[src/rtl/cernbe_submap_bridge.sv]
// CERN-BE bus bridge: one master port fanned out to N_SUB register submaps.
// Writes are registered one cycle and hold the shared submap address bus
// until acknowledged; a read that collides with a write waits in R_PEND and
// replays from its latched address once the write has finished. Both paths
// carry a saturating timeout that turns a silent submap into an error ack.
module cernbe_submap_bridge #(
    parameter int N_SUB   = 4,
    parameter int ADDR_W  = 8,
    parameter int SUB_AW  = 5,
    parameter int DATA_W  = 32,
    parameter int TIMEOUT = 255
) (
    input  logic                    Clk,
    input  logic                    Rst,
    input  logic [ADDR_W-1:2]       VMEAddr,
    output logic [DATA_W-1:0]       VMERdData,
    input  logic [DATA_W-1:0]       VMEWrData,
    input  logic                    VMERdMem,
    input  logic                    VMEWrMem,
    output logic                    VMERdDone,
    output logic                    VMEWrDone,
    output logic                    VMERdError,
    output logic                    VMEWrError,
    output logic [SUB_AW-1:2]       sub_VMEAddr_o,
    output logic [DATA_W-1:0]       sub_VMEWrData_o,
    output logic [N_SUB-1:0]        sub_VMERdMem_o,
    output logic [N_SUB-1:0]        sub_VMEWrMem_o,
    input  logic [N_SUB*DATA_W-1:0] sub_VMERdData_i,
    input  logic [N_SUB-1:0]        sub_VMERdDone_i,
    input  logic [N_SUB-1:0]        sub_VMEWrDone_i
);

    localparam int SLOT_W = ADDR_W - SUB_AW;
    localparam int CNT_W  = $clog2(TIMEOUT + 1);
    localparam logic [CNT_W-1:0] CNT_LAST = CNT_W'(TIMEOUT - 1);
    localparam logic [CNT_W-1:0] CNT_MAX  = CNT_W'(TIMEOUT);

    typedef enum logic {W_IDLE, W_WAIT} w_state_t;
    typedef enum logic [1:0] {R_IDLE, R_PEND, R_WAIT} r_state_t;

    // One-hot slot select; an unmapped slot (zero-extended index >= N_SUB) gives all zeros.
    function automatic logic [N_SUB-1:0] slot_sel(input logic [SLOT_W-1:0] slot);
        logic [N_SUB-1:0] sel;
        sel = '0;
        for (int k = 0; k < N_SUB; k++)
            if (32'(slot) == 32'(k)) sel[k] = 1'b1;
        return sel;
    endfunction

    // Timeout counters stop at TIMEOUT instead of wrapping.
    function automatic logic [CNT_W-1:0] sat_inc(input logic [CNT_W-1:0] v);
        return (v == CNT_MAX) ? v : v + 1'b1;
    endfunction

    w_state_t          w_state, w_next;
    r_state_t          r_state, r_next;
    logic              wr_req_d0;
    logic [ADDR_W-1:2] wr_adr_d0;
    logic [DATA_W-1:0] wr_dat_d0;
    logic [ADDR_W-1:2] rd_adr_q;
    logic [CNT_W-1:0]  wr_cnt, rd_cnt;
    logic              wr_err_q, rd_done_q, rd_err_q;
    logic [N_SUB-1:0]  wr_sel, rd_sel_now, rd_sel_lat, wr_strobe, rd_strobe;
    logic              wr_busy, wr_hit, wr_timeout, wr_unmapped;
    logic              rd_hit, rd_timeout, rd_unmapped;
    logic [DATA_W-1:0] rd_mux;

    assign wr_sel     = slot_sel(wr_adr_d0[ADDR_W-1:SUB_AW]);
    assign rd_sel_now = slot_sel(VMEAddr[ADDR_W-1:SUB_AW]);
    assign rd_sel_lat = slot_sel(rd_adr_q[ADDR_W-1:SUB_AW]);
    assign wr_busy    = (w_state == W_WAIT) || wr_req_d0;
    assign wr_hit     = (w_state == W_WAIT) && |(sub_VMEWrDone_i & wr_sel);

    // Register the write request; address and data are captured only on a strobe so they stay put while it is outstanding.
    always_ff @(posedge Clk or posedge Rst) begin
        if (Rst) begin
            wr_req_d0 <= 1'b0;
            wr_adr_d0 <= '0;
            wr_dat_d0 <= '0;
            rd_adr_q  <= '0;
        end else begin
            wr_req_d0 <= VMEWrMem;
            if (VMEWrMem) begin
                wr_adr_d0 <= VMEAddr;
                wr_dat_d0 <= VMEWrData;
            end
            if (VMERdMem && r_state == R_IDLE) rd_adr_q <= VMEAddr;
        end
    end

    // Write FSM next state: strobe in the cycle after the request, then wait for Done or timeout.
    always_comb begin
        w_next      = w_state;
        wr_strobe   = '0;
        wr_timeout  = 1'b0;
        wr_unmapped = 1'b0;
        case (w_state)
            W_IDLE: if (wr_req_d0) begin
                if (|wr_sel) begin
                    wr_strobe = wr_sel;
                    w_next    = W_WAIT;
                    if (wr_cnt == CNT_LAST) begin
                        wr_timeout = 1'b1;
                        w_next     = W_IDLE;
                    end
                end else begin
                    wr_unmapped = 1'b1;
                end
            end
            W_WAIT: begin
                if (wr_hit) begin
                    w_next = W_IDLE;
                end else if (wr_cnt == CNT_LAST) begin
                    wr_timeout = 1'b1;
                    w_next     = W_IDLE;
                end
            end
        endcase
    end

    // Write state, timeout counter and registered error acknowledge.
    always_ff @(posedge Clk or posedge Rst) begin
        if (Rst) begin
            w_state  <= W_IDLE;
            wr_cnt   <= '0;
            wr_err_q <= 1'b0;
        end else begin
            w_state  <= w_next;
            wr_err_q <= wr_timeout | wr_unmapped;
            if (wr_hit || wr_timeout)
                wr_cnt <= '0;
            else if (|wr_strobe || w_state == W_WAIT)
                wr_cnt <= sat_inc(wr_cnt);
            else
                wr_cnt <= '0;
        end
    end

    // Read FSM next state: issue at once when the bus is free, otherwise park in R_PEND until the write is done.
    always_comb begin
        r_next      = r_state;
        rd_strobe   = '0;
        rd_hit      = 1'b0;
        rd_timeout  = 1'b0;
        rd_unmapped = 1'b0;
        case (r_state)
            R_IDLE: if (VMERdMem) begin
                if (wr_busy || VMEWrMem) begin
                    r_next = R_PEND;
                end else if (|rd_sel_now) begin
                    rd_strobe = rd_sel_now;
                    r_next    = R_WAIT;
                end else begin
                    rd_unmapped = 1'b1;
                end
            end
            R_PEND: if (!wr_busy) begin
                if (|rd_sel_lat) begin
                    rd_strobe = rd_sel_lat;
                    r_next    = R_WAIT;
                end else begin
                    rd_unmapped = 1'b1;
                    r_next      = R_IDLE;
                end
            end
            R_WAIT: begin
                if (|(sub_VMERdDone_i & rd_sel_lat)) begin
                    rd_hit = 1'b1;
                    r_next = R_IDLE;
                end else if (rd_cnt == CNT_LAST) begin
                    rd_timeout = 1'b1;
                    r_next     = R_IDLE;
                end
            end
            default: r_next = R_IDLE;
        endcase
        if (|rd_strobe && rd_cnt == CNT_LAST) begin
            rd_timeout = 1'b1;
            r_next     = R_IDLE;
        end
    end

    // Select the addressed slot's read data.
    always_comb begin
        rd_mux = '0;
        for (int k = 0; k < N_SUB; k++)
            if (rd_sel_lat[k]) rd_mux = sub_VMERdData_i[k*DATA_W +: DATA_W];
    end

    // Read state, timeout counter and the one-cycle read-out pipeline.
    always_ff @(posedge Clk or posedge Rst) begin
        if (Rst) begin
            r_state   <= R_IDLE;
            rd_cnt    <= '0;
            rd_done_q <= 1'b0;
            rd_err_q  <= 1'b0;
            VMERdData <= '0;
        end else begin
            r_state   <= r_next;
            rd_done_q <= rd_hit | rd_timeout | rd_unmapped;
            rd_err_q  <= rd_timeout | rd_unmapped;
            if (rd_hit)
                VMERdData <= rd_mux;
            else if (rd_timeout || rd_unmapped)
                VMERdData <= '1;
            if (rd_hit || rd_timeout)
                rd_cnt <= '0;
            else if (|rd_strobe || r_state == R_WAIT)
                rd_cnt <= sat_inc(rd_cnt);
            else
                rd_cnt <= '0;
        end
    end

    assign sub_VMEAddr_o   = wr_busy ? wr_adr_d0[SUB_AW-1:2]
                           : (r_state == R_PEND) ? rd_adr_q[SUB_AW-1:2]
                           : VMEAddr[SUB_AW-1:2];
    assign sub_VMEWrData_o = wr_dat_d0;
    assign sub_VMEWrMem_o  = wr_strobe;
    assign sub_VMERdMem_o  = rd_strobe;
    assign VMEWrDone       = wr_hit | wr_err_q;
    assign VMEWrError      = wr_err_q;
    assign VMERdDone       = rd_done_q;
    assign VMERdError      = rd_err_q;

endmodule
[config.mk]
export PLATFORM = sky130hd
export DESIGN_NAME = cernbe_submap_bridge
export DESIGN_NICKNAME = d
export VERILOG_FILES = /design/src/rtl/cernbe_submap_bridge.sv
export SDC_FILE = /design/constraint.sdc
export NUM_CORES = 1
export LEC_CHECK = 0
export BUFFER_PORTS_ARGS = -buffer_cell sky130_fd_sc_hd__buf_2
export CORE_MARGIN = 3
export CORE_UTILIZATION = 51
export DETAILED_ROUTE_END_ITERATION = 8
export PLACE_DENSITY = 0.95
export SLEW_MARGIN = 40
export SYNTH_ARGS = -nofsm -noshare
export SYNTH_HDL_FRONTEND = slang
export SYNTH_SLANG_ARGS = --single-unit
[constraint.sdc]
create_clock -name Clk -period 6 [get_ports Clk]
set_input_delay 0.6 -clock Clk [delete_from_list [all_inputs] [get_ports Clk]]
set_output_delay 0.6 -clock Clk [all_outputs]
set_load 0.01 [all_outputs]
==> impl_results.md <==
- Seq/Total Area, Yosys: 43.8%
- Detailed placer's ending HPWL: 12600 um
- Dpl cell area: 0.00700 mm2
- Sinks on Clock Net: 99
- Nets@finish: 870
- Worst path slowest cell: nor2_1
- Post-synthesis cell type count: 54
- Final WL: 16200 um
- CP arrival: 2.30 ns
- 1st-pass router iterations: 5
- Final Hold Viols: 0
- CP Buf/Inv Count: 1
- Worst r2r src: w_state
- Final Non-Filler Cells: 829
- Synthesis Warnings: 0
- Post-detailed-route count of antenna-violating nets: 0
- Vias in the first global route: 5253
- Startpoint types: register
- Most frequent cell after synthesis: dfrtp_1
- Relative slew slack: 50.1%
- Hold bufs inserted after CTS: 0
- Num rows: 37
- # H-tree levels: 3
- Mapped Cells: 449
- DRC Markers: 0
- Count of state elements after synthesis: 99
- PortBufs: 256
- Max-slew violation count: 0
- Clock Skew: 0.0133 ns
- WS Path Type: reg2out
- All-Layer GR Usage: 26.3%
- First-pass GRT wire length: 26300 um
- Final-report setup violation count: 0
- Prevailing post-synth register cell: dfrtp_1
- Largest net degree at the start of global routing: 68
- CTS max path bufs: 2
- Crit. End Element: primary output
- I/O Pins: 257
- Initial Util: 53.6%
- Design area: 0.00721 mm2
- Worst path cell trace: nor2_1 -> and4bb_4 -> nand2_1 -> o22ai_1 -> buf_2
- Antenna Cells: 0
- Leak: 0.00315 uW
- Root buf cell: clkbuf_8
- GPL Wtd Cong: 0.950
- Post-Route Setup TNS: 0 ns
- Maximum fanout along the worst path: 12
- CTS tree: done
- PD cells: 355 mW/mm2
- CP delay by family, top: simple AND/OR/NAND/NOR gates
- Status: finished, final reports clean
- Post-Syn Area: 0.00566 mm2
- Clock transition at path regs: 0.10 ns
- Die area: 0.0124 mm2
- Peak VDD IR: 0.000231 V
- Num CTS Buffers: 9
- Capturing point of the worst reg2reg path: VMERdData[4]
- Req. time, crit path: 5.40 ns
- Wirelength per Cell: 19.5 um
- Share of layout cells above drive strength 1: 57.4%
- Area growth syn-to-layout: 27.4%
- Core box area: 0.0106 mm2
- CP peak stage delay: 0.60 ns
- Worst skew pair latency: 0.37 ns
- Fmax: 345 MHz
- Yosys top cell area share: 43.8%
- Worst min-delay path class: in2async
- Setup Buffers After CTS: 0
- Via count: 4851
- Measured slew at the worst slew-check pin: 0.746 ns
- Total grt overflow: 0
- Placed cells: 813
- Ys async rst share: 100%
- Post-CTS Resized: 0
- Post-route clock period utilization: 48.4%
- Synthesized net count: 631
- Max-Cap Viols: 0
- Mean Syn Cell Area: 12.6 um2
- Dominant cells by area after synthesis: dfrtp_1, mux4_2, mux2_2
- RSZ-0062 raised after global routing: no
- Post-synth top cells: dfrtp_1, nor2_1, mux2_2
- Chip Width: 111 um
- Avg Vias per Cell: 5.85
- Area leader, netlist: dfrtp_1
- Reg2Reg Depth: 4
- DRT iter0 DRCs: 362
- R2r setup slk: 3.69 ns
- Min Tclk post-route: 2.90 ns
- Initial antenna violation count: 0
- EDFF count, synth: 0
- Die Y-Extent: 111 um
-- layout make-up --
cell class,count,area (um2)
Inverter,10,40.0
Tap cell,136,170
Fill cell,746,3350
Sequential cell,99,2480
Multi-Input combinational cell,307,2970
Timing Repair Buffer,261,1350
Clock inverter,5,60.1
Clock buffer,11,141
-- metal layers --
metal | vias up | global-route usage, % | wire length, um
li1 | 2167 | - | -
met2 | 257 | 45.7 | 8300
met4 | 0 | 9.33 | 482
met1 | 2384 | 30.9 | 6010
met3 | 43 | 8.13 | 1380
met5 | - | 0 | 0
-- how the worst max path moves through the flow --
stage,start,end,slack (ns),cells past startpoint
finish,w_state,sub_VMERdMem_o[1],3.10,5
global route,w_state,sub_VMERdMem_o[1],2.83,5
CTS,w_state,sub_VMERdMem_o[1],3.10,5
global placement,VMEWrMem,VMERdData[13],3.08,4
floorplan,Rst,VMERdData[0],2.81,1
detailed placement,VMEWrMem,VMERdData[2],3.27,6
-- flip-flops by register name, summed over array words and instances, names as in the netlist --
register         flops
VMERdData           32
VMERdDone            1
VMERdError           1
VMEWrError           1
r_state              2
rd_adr_q             6
rd_cnt               8
sub_VMEWrData_o     32
w_state              1
wr_adr_d0            6
wr_cnt               8
wr_req_d0            1
-- power breakdown --
| part | switching [uW] | internal [uW] |
|---|---|---|
| combinational | 511 | 596 |
| sequential | 202 | 811 |
| clock | 232 | 206 |
| total | 946 | 1610 |
-- cells in the final DEF, fill, tap and decap left out, types with 4 or more instances in the layout --
cell        n
a32oi_2    29
clkbuf_8   10
buf_2     255
nand3_1     5
o21ai_0     5
a21oi_1     7
nor2_1     53
nand2_1    21
a31oi_1     6
nand2b_1   34
ha_1        4
inv_1       9
and3_1      4
nand4_1     6
xor2_1      4
o22ai_1     4
mux2_2     43
mux4_2     33
a211oi_1    5
dfrtp_1    97
-- cell families after synthesis --
logic type | after synthesis | synth area share, %
xor gates and xnor gates | 6 | 0.929
DFF | 99 | 43.8
and+or+nand+nor | 145 | 13.6
buffers and inverters | 43 | 4.00
adders and majority gates | 4 | 0.885
muxes | 78 | 22.1
AOI/OAI and AO/OA | 74 | 14.6
-- metrics by stage --
stage	total power, uW	hold WS [ns]	util [%]	worst slack (ns)
2_1_floorplan	1800	0.481	-	2.81
3_5_place_dp	2140	0.490	66.3	3.27
6_report	2560	0.214	68.3	3.10
5_1_grt	2720	0.227	68.3	2.83
3_3_place_gp	2070	0.487	65.8	3.08
4_1_cts	2580	0.221	68.2	3.10
Note: power is estimated with default switching activity, not from simulation.
